File: config.mk
export PLATFORM = sky130hd
export DESIGN_NAME = program_loader
export DESIGN_NICKNAME = d
export VERILOG_FILES = /design/src/rtl/program_loader.sv
export SDC_FILE = /design/constraint.sdc
export NUM_CORES = 1
export LEC_CHECK = 0
export CAP_MARGIN = 15
export CORE_ASPECT_RATIO = 0.6
export CORE_MARGIN = 4
export CORE_UTILIZATION = 49
export DETAILED_ROUTE_END_ITERATION = 16
export PLACE_DENSITY = 0.75
export SYNTH_ARGS = -nofsm -noshare
export SYNTH_HDL_FRONTEND = slang
export SYNTH_SLANG_ARGS = --single-unit
File: constraint.sdc
create_clock -name clk -period 5.5 [get_ports clk]
set_input_delay 1.375 -clock clk [delete_from_list [all_inputs] [get_ports clk]]
set_output_delay 1.375 -clock clk [all_outputs]
set_load 0.03 [all_outputs]
File: src/rtl/program_loader.sv
// Program loader: turns a little-endian byte stream (word count, then words) into
// consecutive main-memory writes and holds the CPU in reset until the image is in place.
module program_loader #(
  parameter int unsigned DEPTH     = 2048,
  parameter logic [31:0] BASE_ADDR = 32'd0
) (
  input  logic        clk,
  input  logic        rst,
  input  logic        byte_valid,
  input  logic [7:0]  byte_data,
  output logic        byte_ready,
  output logic [31:0] mem_waddr,
  output logic [31:0] mem_wdata,
  output logic        mem_wen,
  output logic        cpu_hold,
  output logic        done,
  output logic        error
);

  typedef enum logic [2:0] {
    HDR,
    DATA,
    WRITE,
    DONE,
    ERR
  } state_e;

  state_e      state_q, state_d;
  logic [1:0]  bcnt_q, bcnt_d;
  logic [31:0] count_q, count_d;
  logic [31:0] shift_q, shift_d;
  logic [31:0] index_q, index_d;
  logic [31:0] waddr_q, waddr_d;
  logic [31:0] wdata_q, wdata_d;
  logic        ready_q, ready_d;
  logic        wen_q, wen_d;
  logic        take;
  logic [31:0] shifted;

  assign take    = byte_valid && ready_q;
  assign shifted = {byte_data, shift_q[31:8]};

  // Bytes arrive LSB first, so each new byte enters at the top and shifts down.
  always_comb begin
    state_d = state_q;
    bcnt_d  = bcnt_q;
    count_d = count_q;
    shift_d = shift_q;
    index_d = index_q;
    waddr_d = waddr_q;
    wdata_d = wdata_q;
    case (state_q)
      HDR: begin
        if (take) begin
          count_d = {byte_data, count_q[31:8]};
          bcnt_d  = bcnt_q + 2'd1;
          if (bcnt_q == 2'd3) begin
            if (count_d == 32'd0) begin
              state_d = DONE;
            end else if (count_d > 32'(DEPTH)) begin
              state_d = ERR;
            end else begin
              state_d = DATA;
            end
          end
        end
      end
      DATA: begin
        if (take) begin
          shift_d = shifted;
          bcnt_d  = bcnt_q + 2'd1;
          if (bcnt_q == 2'd3) begin
            state_d = WRITE;
            wdata_d = shifted;
            waddr_d = BASE_ADDR + index_q;
          end
        end
      end
      WRITE: begin
        index_d = index_q + 32'd1;
        state_d = (index_q + 32'd1 == count_q) ? DONE : DATA;
      end
      default: state_d = state_q;
    endcase
    // Ready and write enable are registered off the next state so they line up with it.
    ready_d = (state_d == HDR) || (state_d == DATA);
    wen_d   = (state_d == WRITE);
  end

  always_ff @(posedge clk or negedge rst) begin
    if (!rst) begin
      state_q <= HDR;
      bcnt_q  <= 2'd0;
      count_q <= 32'd0;
      shift_q <= 32'd0;
      index_q <= 32'd0;
      waddr_q <= BASE_ADDR;
      wdata_q <= 32'd0;
      ready_q <= 1'b0;
      wen_q   <= 1'b0;
    end else begin
      state_q <= state_d;
      bcnt_q  <= bcnt_d;
      count_q <= count_d;
      shift_q <= shift_d;
      index_q <= index_d;
      waddr_q <= waddr_d;
      wdata_q <= wdata_d;
      ready_q <= ready_d;
      wen_q   <= wen_d;
    end
  end

  assign byte_ready = ready_q;
  assign mem_waddr  = waddr_q;
  assign mem_wdata  = wdata_q;
  assign mem_wen    = wen_q;
  assign cpu_hold   = (state_q != DONE);
  assign done       = (state_q == DONE);
  assign error      = (state_q == ERR);

endmodule
Yosys cells after proc, flatten, opt, wreduce, memory -nomap -nowiden
Cells that the tools add are included.
Word-level totals
  logic and storage cells: 39
  flip-flop bits (word level): 167
Operators by class
  reductions and logical operators: 10
  muxes and demuxes: 8
  $add $sub $neg: 2
  order comparisons: 1
  equal/unequal tests: 9
Operators with widths (number)
  $add 32x1->32 const B: 1
  $eq 32x32->1: 1
  $gt 32x12->1 const B: 1
  $logic_not 32->1: 1
  $mux 3: 6
  $eq 3x2->1 const B: 3
  $pmux 3 s3: 1
  $eq 3x1->1 const B: 2
  $logic_not 3->1: 2
  $reduce_and 2->1: 3
  $eq 3x3->1 const B: 1
  $ne 3x2->1 const B: 1
  $reduce_and 3->1: 1
  $add 2x1->2 const B: 1
  $eq 2x2->1 const B: 1
  $mux 2: 1
  $reduce_or 2->1: 1
  $logic_and 1x1->1: 1
  $logic_or 1x1->1: 1

Longest topological paths before layout
  depth in word-level cells: 8
  mapped depth: 9
  mapped depth without buffers: 8

Least setup slack after synthesis
Ideal clock, no wire load.
  kind: in2reg
  from: input port byte_valid
  to: register count_q[28]
  path slack: 2.478 ns
  arrival: 2.897 ns
  stages on the path: 4
  cell sequence: nand2_1 -> nor4_1 -> clkbuf_1 -> mux2_2
On the way
  longest elaborated chain between the ends: 2
RTL lines
  from (decl): RTL line 9  | input logic byte_valid,
  $logic_and 1x1->1: RTL line 40  | assign take = byte_valid && ready_q;
  $reduce_and 2->1 (no source line)
  to (signal assigned): RTL line 104  | count_q <= count_d;
  to (decl): RTL line 30  | logic [31:0] count_q, count_d;
Every way passes these cells.
A chain may end at the register's enable or synchronous reset.

Worst setup path after layout
  from: register index_q[0]
  to: register ready_q (netlist: byte_ready)
On the way
  longest elaborated chain between the ends: 6
  elaborated cells between the ends (all ways): 7
RTL lines
  from (decl): RTL line 32  | logic [31:0] index_q, index_d;
  from (signal assigned): RTL line 106  | index_q <= index_d;
  $add 32x1->32 (*): RTL line 81  | state_d = (index_q + 32'd1 == count_q) ? DONE : DATA;
  $eq 32x32->1 (*): RTL line 81
  $mux 2 (*): RTL line 81
  $pmux 3 s3 (*): RTL line 52  | case (state_q)
  $eq 3x1->1 or $logic_not 3->1 (tied branches): RTL line 86  | ready_d = (state_d == HDR) || (state_d == DATA);
  $logic_or 1x1->1 (*): RTL line 86
  named net ready_d: RTL line 35  | logic ready_q, ready_d;
  to (signal assigned): RTL line 109  | ready_q <= ready_d;
  to (decl): RTL line 35
The timed path passes the listed nets; every way through them passes the cells marked *.

==> results by group <==
Run
  • Maxcap violations: 0

Power
  • Cell Pwr Density: 492.4 mW/mm²
  • Maximum VDD drop: 0.2738 mV
  • P_leak: 0.003958 µW
  • Pwr Total: 4364 µW

Synthesis
  • Count of flip-flops with a built-in enable after synthesis: 0
  • Register bit total from synthesis: 159
  • Top cell type's share of synthesized area: 54.40%
  • Synth warn: 0
  • Post-Syn Area per Cell: 11.50 µm²
  • Leading area contributor after synthesis: dfrtp_1
  • Syn_nets: 649
  • Sequential-to-total area share from yosys stat: 54.40%
  • Cells after Synth: 636
  • Top cells by area, synth: dfrtp_1 54%, mux2_2 15%, xnor2_1 6.6%, nand2_1 5.5%, xor2_1 2.4%
  • Syn Std Cell Area: 0.007315 mm²
  • Netlist cell types: 51
  • Async SR Flop Fraction: 100.0%
  • Ys flop type: dfrtp_1

Die
  • FP Rows: 34
  • Core area: 0.01455 mm²
  • Die Y: 102.6 µm
  • Initial Utilization: 50.28%
  • Die W: 165.7 µm
  • Ports: 80
  • Die ar.: 0.01701 mm²

GRT
  • Antenna violations before repair: 0
  • Number of global-route vias before repair: 5191
  • GRT Overall Usage: 21.46%
  • Total gr overflow: 0
  • Pin count of the biggest net entering global routing: 91
  • First-pass GRT wire length: 28.76 mm
  • Met3 Resource Use GR: 5.134%
  • Met1 GRT Util: 31.89%
  • M2 GR Usage: 31.89%
  • GRT busiest layer: met2

CTS
  • H-tree Lvls: 4
  • CTS Buf Count: 17
  • Clk slew on worst S/H paths: 0.07 ns
  • Clock tree buffer depth: 2
  • Clk sinks: 159
  • Post-CTS setup buffer count: 0
  • Worst-skew pair later-pin latency: 0.42 ns
  • Post_cts resized: 0
  • Root Buffer: clkbuf_16
  • CTS tree: done
  • Cts hold-fix bufs: 0

Worst setup path
  • R2R setup slack: 1.99 ns
  • CP startpoint: index_q[0]
  • Critical path launch point type: register
  • Worst setup EP type: register
  • Setup CP Type: register to register
  • Worst Reg-to-Reg Cells: 8
  • R2R Path End: byte_ready
  • Crit-path max FO: 7
  • CP arrival: 3.79 ns
  • Critical Path RT: 5.78 ns
  • Critical R2R Launch: index_q[0]

STA
  • Hold_ws: 0.4711 ns
  • Worst slew margin: 30.91%
  • Setup-failing EPs final: 0
  • Fin. Hold Viols: 0
  • Setup Skew: 0.01010 ns
  • Unrepaired setup endpoints after global routing: false
  • Fmax: 285.1 MHz
  • TNS Setup: 0 ns
  • Fin crit share: 63.78%
  • Fin crit period: 3.508 ns
  • Setup ws final: 1.992 ns
  • Pins Over Slew Limit: 0
  • Slew @ Worst Pin: 1.034 ns

Worst hold path
  • Hold path start: shift_q[11]
  • Hold WC Path Type: register to register
  • Worst hold stages: 2
  • Min-Delay Endpoint: mem_wdata[3]

Drt
  • Iter 0 DRT Violations: 405
  • DR vias: 5099
  • Wire per inst: 18.85 µm
  • First-pass DRT Iterations: 5
  • Post-DRT Antenna Nets: 0
  • Drt drc: 0
  • Post-DR vias/cell: 5.567
  • Detailed Route WL: 17.27 mm

Place
  • DP HPWL: 12.44 mm
  • Gpl congestion: 0.9019
  • Pre-CTS worst setup slack: 1.713 ns
  • Port Buffers: 79
  • Placed standard-cell area: 0.008269 mm²

Layout
  • Nets: 718
  • Ant diodes: 0
  • Synth-to-Final Area Change: 21.16%
  • Share of post-route cells with drive strength above 1: 20.19%
  • Finished Cell Area: 0.008862 mm²

Run status
  • Run status: finished, final reports clean
[layout make-up]
| cell class | instances | area, µm² |
|---|---|---|
| Timing Repair Buffer | 86 | 844.6 |
| Fill cell | 1216 | 5687 |
| Clock buffer | 19 | 442.9 |
| Inverter | 5 | 18.77 |
| Multi-Input combinational cell | 436 | 3179 |
| Clock inverter | 13 | 150.1 |
| Tap cell | 198 | 247.7 |
| Sequential cell | 159 | 3979 |
[state kept, by name, indices dropped and copies added, names as in the netlist]
name        count
byte_ready      1
mem_waddr      32
mem_wdata      32
count_q        32
state_q         3
index_q        32
bcnt_q          2
mem_wen         1
shift_q        24
[worst max path at each step]
| stage | to | slack, ns |
|---|---|---|
| 2_1_floorplan | count_q[28] | 2.48 |
| 3_3_place_gp | shift_q[9] | 1.83 |
| 5_1_grt | byte_ready | 1.82 |
| 3_5_place_dp | shift_q[17] | 1.71 |
| 4_1_cts | byte_ready | 2.02 |
| 6_report | byte_ready | 1.99 |
[synthesized netlist by cell type, types with 3 or more instances]
| cell type | instances |
|---|---|
| nand3_1 | 25 |
| xor2_1 | 20 |
| xnor2_1 | 55 |
| and3_1 | 5 |
| nor4_1 | 16 |
| buf_2 | 11 |
| mux2_2 | 96 |
| nor3_1 | 13 |
| or4_1 | 3 |
| inv_1 | 4 |
| and2_1 | 3 |
| nor2_1 | 20 |
| and4_1 | 5 |
| o2111ai_1 | 3 |
| dfrtp_1 | 159 |
| o21ai_0 | 7 |
| nand2b_1 | 4 |
| nand2_1 | 108 |
| nand4_1 | 12 |
| clkbuf_1 | 23 |
| a21oi_1 | 5 |
[layer usage]
layer | up-vias | part of all wire (%)
met5 | - | 0
met4 | 0 | 1.0
li1 | 2354 | -
met2 | 178 | 43
met3 | 17 | 6.6
met1 | 2550 | 49
[cells by family after synthesis]
family | after synthesis | share of synthesized area, %
AO/OA/AOI/OAI | 30 | 3.148
XOR/XNOR | 75 | 8.980
adder cells (fa/ha/maj) | 2 | 0.3421
buffers and inverters | 41 | 2.292
flip-flops | 159 | 54.40
multiplexers | 98 | 15.05
AND/OR/NAND/NOR | 231 | 15.79
[stage by stage]
step | std cells | utilization [%]
3_5_place_dp | 884 | 56.84
3_3_place_gp | 884 | 56.84
6_report | 916 | 60.91
2_1_floorplan | 636 | -
4_1_cts | 916 | 60.91
5_1_grt | 916 | 60.91
[cell usage in the layout, fill, tap and decap left out, types with 12 or more instances in the layout]
| master | instances |
|---|---|
| clkbuf_16 | 17 |
| clkdlybuf4s50_1 | 78 |
| dfrtp_1 | 159 |
| mux2_2 | 96 |
| nand2_1 | 108 |
| nand3_1 | 24 |
| nand4_1 | 12 |
| nor2_1 | 20 |
| nor3_1 | 13 |
| nor4_1 | 15 |
| xnor2_1 | 55 |
| xor2_1 | 20 |
[worst max-delay path, stage by stage (launching register included)]
cell and delay, ns:
dfrtp_1 0.44, ha_1 0.33, nand4_2 0.30, nor3_1 0.63, a21oi_1 0.15, a311o_1 0.34
or4_1 0.58, nor4b_1 0.45, nor3b_1 0.14
[report_power, final]
| part | internal (µW) | switching (µW) | leakage [µW] |
|---|---|---|---|
| clock network | 690 | 490 | 0.000279 |
| logic | 642 | 735 | 0.00159 |
| registers | 1490 | 318 | 0.00209 |
| total | 2820 | 1540 | 0.00396 |
Power figures use the tool's default switching activity.
